<file path="src/rtl/fetch_pkg.sv">
// Shared types and constants for the instruction-fetch sequencer.
package fetch_pkg;

    typedef struct packed {
        logic [31:0] pc;
        logic [31:0] inst;
    } fetch_entry_t;

    localparam int          INST_BYTES = 4;
    localparam logic [31:0] NOP_INST   = 32'h0000_0013;

endpackage

</file>
<file path="src/rtl/fetch_fifo.sv">
// Prefetch buffer: synchronous FIFO of {pc, inst} entries with a registered head.
module fetch_fifo
    import fetch_pkg::*;
#(
    parameter int DEPTH = 2
) (
    input  logic         clk,
    input  logic         rst,
    input  logic         push,
    input  logic         pop,
    input  logic         flush,
    input  fetch_entry_t din,
    output logic         full,
    output logic         empty,
    output fetch_entry_t head
);

    localparam int AW = $clog2(DEPTH);

    logic [AW:0]  wr_ptr;
    logic [AW:0]  rd_ptr;
    fetch_entry_t mem [DEPTH];
    logic         do_push;
    logic         do_pop;

    // Extra pointer bit distinguishes full from empty when the indices match.
    assign empty   = (wr_ptr == rd_ptr);
    assign full    = (wr_ptr[AW] != rd_ptr[AW]) && (wr_ptr[AW-1:0] == rd_ptr[AW-1:0]);
    assign do_pop  = pop && !empty;
    assign do_push = push && (!full || do_pop);
    assign head    = mem[rd_ptr[AW-1:0]];

    always_ff @(posedge clk) begin
        if (rst) begin
            wr_ptr <= '0;
            rd_ptr <= '0;
            for (int i = 0; i < DEPTH; i++) begin
                mem[i] <= '0;
            end
        end else if (flush) begin
            wr_ptr <= '0;
            rd_ptr <= '0;
        end else begin
            if (do_push) begin
                mem[wr_ptr[AW-1:0]] <= din;
                wr_ptr              <= wr_ptr + 1'b1;
            end
            if (do_pop) begin
                rd_ptr <= rd_ptr + 1'b1;
            end
        end
    end

endmodule

</file>
<file path="src/rtl/imem_fetch_ctrl.sv">
// Fetch sequencer: owns the fetch PC, fills the prefetch buffer from imem,
// and handles redirects and sticky fetch faults.
module imem_fetch_ctrl
    import fetch_pkg::*;
#(
    parameter logic [31:0] RESET_PC  = 32'h0000_0000,
    parameter int          MEM_WORDS = 1024,
    parameter int          DEPTH     = 2
) (
    input  logic        clk,
    input  logic        rst,
    output logic [31:0] imem_addr,
    input  logic [31:0] imem_data,
    input  logic        redirect_valid,
    input  logic [31:0] redirect_pc,
    output logic        inst_valid,
    input  logic        inst_ready,
    output logic [31:0] inst_pc,
    output logic [31:0] inst_data,
    output logic        fetch_fault,
    output logic [31:0] fault_pc
);

    localparam logic [32:0] PC_LIMIT = 33'(MEM_WORDS) * 33'd4;

    logic [31:0]  fetch_pc;
    logic         full;
    logic         empty;
    logic         pop;
    logic         can_push;
    logic         in_range;
    logic         push;
    fetch_entry_t din;
    fetch_entry_t head;

    assign imem_addr  = fetch_pc;
    assign inst_valid = !empty;
    assign inst_pc    = head.pc;
    assign inst_data  = head.inst;

    assign pop      = inst_valid && inst_ready;
    assign can_push = (!full || pop) && !fetch_fault && !redirect_valid;
    assign in_range = ({1'b0, fetch_pc} < PC_LIMIT);
    assign push     = can_push && in_range;
    assign din      = '{pc: fetch_pc, inst: imem_data};

    fetch_fifo #(.DEPTH(DEPTH)) u_fifo (
        .clk   (clk),
        .rst   (rst),
        .push  (push),
        .pop   (pop),
        .flush (redirect_valid),
        .din   (din),
        .full  (full),
        .empty (empty),
        .head  (head)
    );

    // Redirect outranks everything; only the first fault is latched.
    always_ff @(posedge clk) begin
        if (rst) begin
            fetch_pc    <= RESET_PC;
            fetch_fault <= 1'b0;
            fault_pc    <= '0;
        end else if (redirect_valid) begin
            fetch_pc <= {redirect_pc[31:2], 2'b00};
            if (redirect_pc[1:0] != 2'b00 && !fetch_fault) begin
                fetch_fault <= 1'b1;
                fault_pc    <= redirect_pc;
            end
        end else if (push) begin
            fetch_pc <= fetch_pc + 32'(INST_BYTES);
        end else if (can_push) begin
            fetch_fault <= 1'b1;
            fault_pc    <= fetch_pc;
        end
    end

endmodule

</file>
<file path="config.mk">
export PLATFORM = sky130hd
export DESIGN_NAME = imem_fetch_ctrl
export DESIGN_NICKNAME = d
export VERILOG_FILES = /design/src/rtl/fetch_pkg.sv /design/src/rtl/fetch_fifo.sv /design/src/rtl/imem_fetch_ctrl.sv
export SDC_FILE = /design/constraint.sdc
export NUM_CORES = 1
export LEC_CHECK = 0
export ABC_CLOCK_PERIOD_IN_PS = 4050
export CORE_UTILIZATION = 46
export CTS_CLUSTER_SIZE = 16
export DETAILED_ROUTE_END_ITERATION = 8
export PLACE_DENSITY = 0.88
export SKIP_LAST_GASP = 1
export SLEW_MARGIN = 20
export SYNTH_ARGS = -nofsm -noshare
export SYNTH_HDL_FRONTEND = slang
export SYNTH_HIERARCHICAL = 1
export SYNTH_SLANG_ARGS = --single-unit
export TNS_END_PERCENT = 1
</file>
<file path="constraint.sdc">
create_clock -name clk -period 4.05 [get_ports clk]
set_input_delay 0.81 -clock clk [delete_from_list [all_inputs] [get_ports clk]]
set_output_delay 0.81 -clock clk [all_outputs]
set_load 0.01 [all_outputs]
</file>
; ---- After elaboration in Yosys (flattened, before gate mapping)
; Memories as Yosys holds them, arrays and structs flattened. A register that Yosys moved wholly into a read port is not among the register bits.
; Index checks and enable logic that the tools add are counted.
[totals]
ff_bits = 69
mem_bits_rw = 128
input_bits = 68
out_inout_bits = 130
word_cells = 57
mem_count = 1
[op_classes]
n_addsub = 3
order_cmp = 1
n_eq_ne = 5
mux = 21
reduce_logical = 20
[memory_table]
columns = memory, depth, width, read_ports, rd_ports_with_merged_regs, write_ports, line_no
row1 = u_fifo.mem, 2, 64, 1, 1, 2, fetch_fifo.sv:22  ; fetch_entry_t mem [DEPTH];
[op_table]
columns = cell, count
row1 = 32-bit 2-to-1 mux, 6
row2 = 64-bit 2-to-1 mux, 1
row3 = 64-bit OR reduction, 1
row4 = "32-bit by 3-bit adder with 32-bit output, second input constant", 1
row5 = "32-bit by 13-bit < comparator with 1-bit output, second input constant", 1
row6 = 1-bit 2-to-1 mux, 14
row7 = 1-bit logical AND, 8
row8 = 2-bit nonzero test, 3
row9 = "2-bit by 1-bit adder with 2-bit output, second input constant", 2
row10 = 1-bit zero test, 4
row11 = 3-bit AND reduction, 1
row12 = 2-bit equality test, 1
row13 = 1-bit logical OR, 2
row14 = "2-bit by 1-bit inequality test with 1-bit output, second input constant", 1
row15 = "2-bit inequality test, second input constant", 1
row16 = 2-bit OR reduction, 1
row17 = 1-bit equality test, 1
row18 = 1-bit inequality test, 1

; ---- Logic depth before layout (Yosys ltp)
; Gate-level depths: netlist of the first run.
[logic_depth]
word_depth = 14
ltp_mapped = 12
ltp_nobuf = 8

; ---- Hierarchy
; The synthesis of the first run kept the hierarchy.
[modules_own_cells]
columns = mod, n_inst, cells_per_inst, area_per_inst_um2
row1 = fetch_fifo, 1, 395, 5898.2
row2 = imem_fetch_ctrl, 1, 289, 2737.6

; ---- Worst setup path before layout of the first run
; Ideal clock, no wire load.
[synth_path]
kind = in2reg
from = input inst_ready
to = memory u_fifo/mem[0][0] (netlist bit), enable pin
setup_time_ns = 0.421
arrival_time_ns = 3.610
path_slack_ns = 0.019
stages = 8
n_path_buf = 2
cell_sequence = nor2b_1 > o2111ai_1 > nor2_2 > buf_4 > nor2b_1 > o31a_1 > clkbuf_1 > a21o_1
[synth_rtl]
columns = element, line_no
row1 = start: declaration, imem_fetch_ctrl.sv:17  ; input logic inst_ready,
row2 = end: declaration, fetch_fifo.sv:22

==> results.cfg, run 1 <==
[run_status]
status = finished with violations
violations = design-rule violations

[placement]
place_congestion = 0.7676
io_buffer_count = 195
hpwl_mm = 13.21

[timing]
fmax_mhz = 308.1
period_share = 0.8013
finalHoldViolCount = 0
finalSetupTns_ns = 0
period_minus_slack_ns = 3.245
skew_ns = 0.009423
rsz0062_at_grt = no
slew_viol_final = 0
finalSetupViolCount = 0
slew_headroom = 0.4399
worstMarginPinSlew_ns = 0.8382
fin_hold_ws_ns = 0.4772

[floorplanning]
die_area_um2 = 19330
rows = 49
io_pins = 198
die_h_um = 139.0
core_area_um2 = 18210
die_x_um = 139.0
initial_utilization = 0.4743

[critical_path]
required_ns = 3.24
r2r_cells = 9
reg2reg_slack_ns = 0.91
r2r-start = u_fifo/wr_ptr[1]$_SDFFE_PP0P_
cp_slowest_cell = dfxtp_2
crit_path_max_fanout = 27
slowest_delay_ns = 0.73
path_buf_inv = 2
crit_cells = 3
crit_path_end_kind = primary output
criticalPathCategory = reg2out
cp-start-kind = register
cp.arrival_ns = 2.44
path_cells = buf_4, mux2_2, clkdlybuf4s50_1
r2r-end = u_fifo/mem[0][31]$_SDFFCE_PN0P_
crit_family = buffers and inverters

[clocking]
numCtsBuffers = 17
cts_resized = 0
cts_max_path_buffers = 2
cts_tree = built
clock-sinks = 196
clk_latency_ns = 0.42
path_clk_slew_ns = 0.07
cts_hold_buf = 0
cts_max_level = 4
post_cts_buffers = 0
root_buffer = clkbuf_16

[synthesis]
synthesis.area_um2 = 8636
yosysSeqAreaShare = 0.6027
synth.distinct_cells = 54
synthCells = 684
ys.warnings.count = 6
ys_seq_elements = 196
synth-async-reset-ratio = 0
synth_edf_count = 128
syn_avg_cell_area_um2 = 12.63
synthFlopType = edfxtp_1

[finish]
antenna_cells = 0
syn_to_final_growth_pct = 30.61
fin_nets = 926
drive_above_1_share = 0.1540

[grt]
grt_max_degree = 69
grt_pass1_vias = 6067
grt.overflow.total = 0
grt_pass1_wl_mm = 32.16
grt_antenna_before_repair = 0
grt_use_total = 0.2126

[drt]
drt_wl_total_mm = 20.27
viasPerCell = 5.601
dr.pass1.iters = 9
postRouteAntennaNets = 0
wl_per_cell_um = 18.44
vias = 6155
drc = 12
drt-initial-drc-count = 417

[hold_path]
min_from = fault_pc[13]$_SDFFE_PP0P_
holdPathStages = 2
hold_class = reg2reg
whs_endpoint = fault_pc[13]$_SDFFE_PP0P_

[pwr]
leakagePower_uw = 0.004579
power_density_nw_per_um2 = 394.2
ir_worst_vdd_v = 0.0002880

[job]
maxCapViolCount = 0
## report_power, final
group	internal, uW	switching [uW]	total, uW
clock	928	718	1650
sequential	2220	61.7	2280
combinational	269	250	519
## logic make-up (layout without fill, tap and decap cells)
logic type | count (synthesis) | count (layout) | synth area share
AOI/OAI and AO/OA | 79 | 79 | 0.06621
xor gates and xnor gates | 3 | 3 | 0.003043
adders and majority gates | 1 | 1 | 0.001449
buffers and inverters | 71 | 252 | 0.04593
DFF | 196 | 196 | 0.6027
muxes | 93 | 93 | 0.1174
other | 1 | 6 | 0.0004342
and+or+nand+nor | 240 | 240 | 0.1629
## placed cells by master, fill, tap and decap left out, types with 5 or more instances in the layout
cell             synthesis  final
nand2b_1                11     11
dfxtp_1                 68     67
a31oi_1                  8      8
a21oi_1                 11     10
nor2_1                  27     26
mux2i_1                 27     27
clkbuf_16                0     19
nand2_1                  9      9
buf_4                    4     14
inv_1                    8      8
mux2_2                  64     64
and3_1                 132    132
edfxtp_1               128    128
conb_1                   1      6
a211oi_2                 5      5
o21ai_1                 10     10
clkdlybuf4s50_1          0    193
nor3_1                  26     26
nand3_1                  8      8
a211oi_1                18     18
nor2b_1                  6      6
## synthesized netlist by cell type, drive strengths merged, types with 8 or more instances
master / n / share of area
a211oi: 23 / 0.023
a21oi: 11 / 0.0064
a31oi: 8 / 0.0058
and3: 132 / 0.096
buf: 33 / 0.029
clkbuf: 29 / 0.013
dfxtp: 68 / 0.16
edfxtp: 128 / 0.45
inv: 9 / 0.0039
mux2: 66 / 0.086
mux2i: 27 / 0.031
nand2: 10 / 0.0046
nand2b: 11 / 0.0080
nand3: 9 / 0.0058
nor2: 28 / 0.012
nor3: 26 / 0.015
o21ai: 14 / 0.0094
## state kept, by name (all words and copies together) (netlist names), named ones only
signal	count
fault_pc	32
u_fifo/wr_ptr	2
fetch_fault	1
u_fifo/mem	128
u_fifo/rd_ptr	2
imem_addr	30
## metal layers
metal / vias to the layer above / GRT usage / wire [um]
li1: 2926 / - / -
met1: 2987 / 0.2731 / 8646
met2: 209 / 0.3450 / 9618
met3: 33 / 0.05041 / 1487
met4: 0 / 0.08947 / 518
met5: - / 0 / 0
## through the flow
stage	instance area [um^2]	util	power [uW]	setup WS (ns)	instances
2_1_floorplan	8655	-	2556	0.01885	689
3_3_place_gp	10690	0.5870	2830	0.7256	1067
3_5_place_dp	10690	0.5870	2844	0.6443	1067
4_1_cts	11280	0.6195	4481	0.7215	1099
5_1_grt	11280	0.6195	4600	0.6398	1099
6_report	11280	0.6195	4446	0.8047	1099
## layout make-up
type / count / area (um^2)
multi-input combinational: 422 / 3075
tap: 229 / 286.5
timing repair buffer: 211 / 2087
clock inverter: 10 / 83.83
inverter: 9 / 33.78
sequential: 196 / 5206
clock buffer: 22 / 506.7
fill: 1448 / 6929
## worst max-delay path by stage
| stage | startpoint | endpoint | slack [ns] |
|---|---|---|---|
| after CTS | register | inst_pc[18] | 0.72 |
| after detailed placement | inst_ready | u_fifo/mem[0][60]$_SDFFCE_PN0P_ | 0.64 |
| after global placement | inst_ready | u_fifo/mem[0][11]$_SDFFCE_PN0P_ | 0.73 |
| after floorplan | inst_ready | u_fifo/mem[0][0]$_SDFFCE_PN0P_ | 0.02 |
| after global routing | u_fifo/wr_ptr[1]$_SDFFE_PP0P_ | u_fifo/mem[0][31]$_SDFFCE_PN0P_ | 0.64 |
| final | register | inst_pc[30] | 0.80 |
## worst min-delay path, delay by kind of cell (launching register included)
kind            cells  cell delay, ns
compound gates      1            0.05
flops               1            0.32
simple gates        1            0.07
Power figures use the tool's default switching activity.
==> run 2, diff against run 1 <==
Settings changed: ABC_CLOCK_PERIOD_IN_PS 4050 to 3000, CORE_UTILIZATION 46 to 50, PLACE_DENSITY 0.88 to 0.91.
Clock period 4.05 ns to 3 ns, I/O delays scaled along.
==> run 2 against run 1 <==
  * The run now ends clean
  * Sequential share of layout area down 0.63 points
  * Global-route usage increased by 2.0 points
  * Via count grew 0.58%
  * Power grew 37%
  * Worst hold slack lost 0.0076 ns
  * Register-to-register slack lost 0.55 ns
==> results.cfg, run 2 (synthesized netlist as in run 1, its figures left out) <==
[drt]
drt-initial-drc-count = 398
drt_wl_total_mm = 20.64
postRouteAntennaNets = 0
dr.pass1.iters = 6
viasPerCell = 5.638
drc = 0
vias = 6191
wl_per_cell_um = 18.80

[timing]
finalSetupTns_ns = 0
rsz0062_at_grt = no
worstMarginPinSlew_ns = 1.004
slew_viol_final = 0
finalHoldViolCount = 0
slew_headroom = 0.3292
period_minus_slack_ns = 2.761
skew_ns = 0.007712
fmax_mhz = 362.2
fin_ws_ns = 0.2395
period_share = 0.9202
finalSetupViolCount = 0

[critical_path]
cp-start-kind = register
slowest_delay_ns = 0.60
crit_path_max_fanout = 33
criticalPathCategory = reg2out
cp.arrival_ns = 2.16
cp_slowest_cell = dfxtp_2
crit_path_end_kind = primary output
path_cells = buf_12, mux2_2, clkdlybuf4s50_1
required_ns = 2.40
crit_family = buffers and inverters
path_buf_inv = 2

[floorplanning]
die_x_um = 133.4
die_area_um2 = 17800
initial_utilization = 0.5171
core_area_um2 = 16700
die_h_um = 133.4
io_pins = 198
rows = 47

[finish]
syn_to_final_growth_pct = 32.43
final_cell_mix = clkdlybuf4s50_1 (193), and3_1 (132), edfxtp_1 (128)
largest_reg_flops = 128
nFillCells = 1198
fin_nets = 934
max_flop_register = u_fifo/mem
fin_cells = 1098
antenna_cells = 0
layout_commonest_cell = clkdlybuf4s50_1
drive_above_1_share = 0.1617

[placement]
dp.cells = 1066
place_ws_ns = 0.1488
io_buffer_count = 195
place_congestion = 0.8123
hpwl_mm = 13.84

[grt]
grt_pass1_vias = 6196
grt_max_degree = 71
grt_use_total = 0.2326
grt_antenna_before_repair = 0
grt_pass1_wl_mm = 32.11
grt.overflow.total = 0

[clocking]
cts_max_path_buffers = 2
root_buffer = clkbuf_16
post_cts_buffers = 0
cts_tree = built
cts_resized = 0
cts_hold_buf = 0
clk_latency_ns = 0.42
clock-sinks = 196
cts_max_level = 4
numCtsBuffers = 17
path_clk_slew_ns = 0.07

[run_status]
status = completed

[pwr]
power_density_nw_per_um2 = 532.7
leakagePower_uw = 0.004660
ir_worst_vdd_v = 0.0004302

[job]
maxCapViolCount = 0

[hold_path]
hold_class = reg2reg
## run 2: cell types whose count changed in the layout (fill, tap and decap cells not counted), sizes merged
| cell | previous run | this run |
|---|---|---|
| buf | 18 | 26 |
| bufinv | 1 | 3 |
| clkbuf | 22 | 20 |
| clkinv | 6 | 5 |
| clkinvlp | 1 | 0 |
| inv | 11 | 13 |
## run 2: power breakdown
part	total [uW]	leakage, uW	switching, uW	internal, uW
Sequential	3080	0.00188	84.6	3000
Combinational	733	0.00247	347	386
Clock	2280	0.000309	973	1310
## run 2: worst register-to-register path: cells and delay by family, from the launching register on
kind | cells | cell delay (ns)
buffers and inverters | 2 | 0.69
flip-flops | 1 | 0.36
AND/OR/NAND/NOR | 4 | 1.14
AO/OA/AOI/OAI | 2 | 0.32
## run 2: path summary, 6_finish.rpt
kind	from	end	slack (ns)	cells after the start
setup reg to reg	imem_addr[25]$_SDFFE_PP0P_	u_fifo/mem[0][37]$_SDFFCE_PN0P_	0.36	8
hold / removal	fault_pc[13]$_SDFFE_PP0P_	fault_pc[13]$_SDFFE_PP0P_	0.47	2
setup / recovery	register	inst_pc[12]	0.24	3
hold reg to reg	fault_pc[13]$_SDFFE_PP0P_	fault_pc[13]$_SDFFE_PP0P_	0.47	2
## run 2: area by class of cell
class	instances	area, um^2	share of cell area
Multi-Input combinational cell	422	3088	0.2700
Timing Repair Buffer	219	2235	0.1954
Clock buffer	20	467.9	0.04092
Clock inverter	12	130.1	0.01138
Sequential cell	196	5206	0.4553
Inverter	9	33.78	0.002954
Tap cell	220	275.3	0.02407
## run 2: through the flow
stage	total power [uW]	utilization	hold WS (ns)	area (um^2)
after floorplan	3448	-	0.4863	8670
after global placement	3851	0.6489	0.4534	10840
after detailed placement	3870	0.6489	0.4560	10840
after CTS	6127	0.6847	0.4736	11440
after global routing	6285	0.6847	0.4873	11440
final	6092	0.6847	0.4696	11440
## run 2: metal layers
metal,wire length [um],share of wire,GRT usage
met1,8637,0.42,0.2988
met2,10370,0.50,0.3973
met3,1385,0.067,0.04756
met4,246,0.012,0.06818
met5,0,0,0
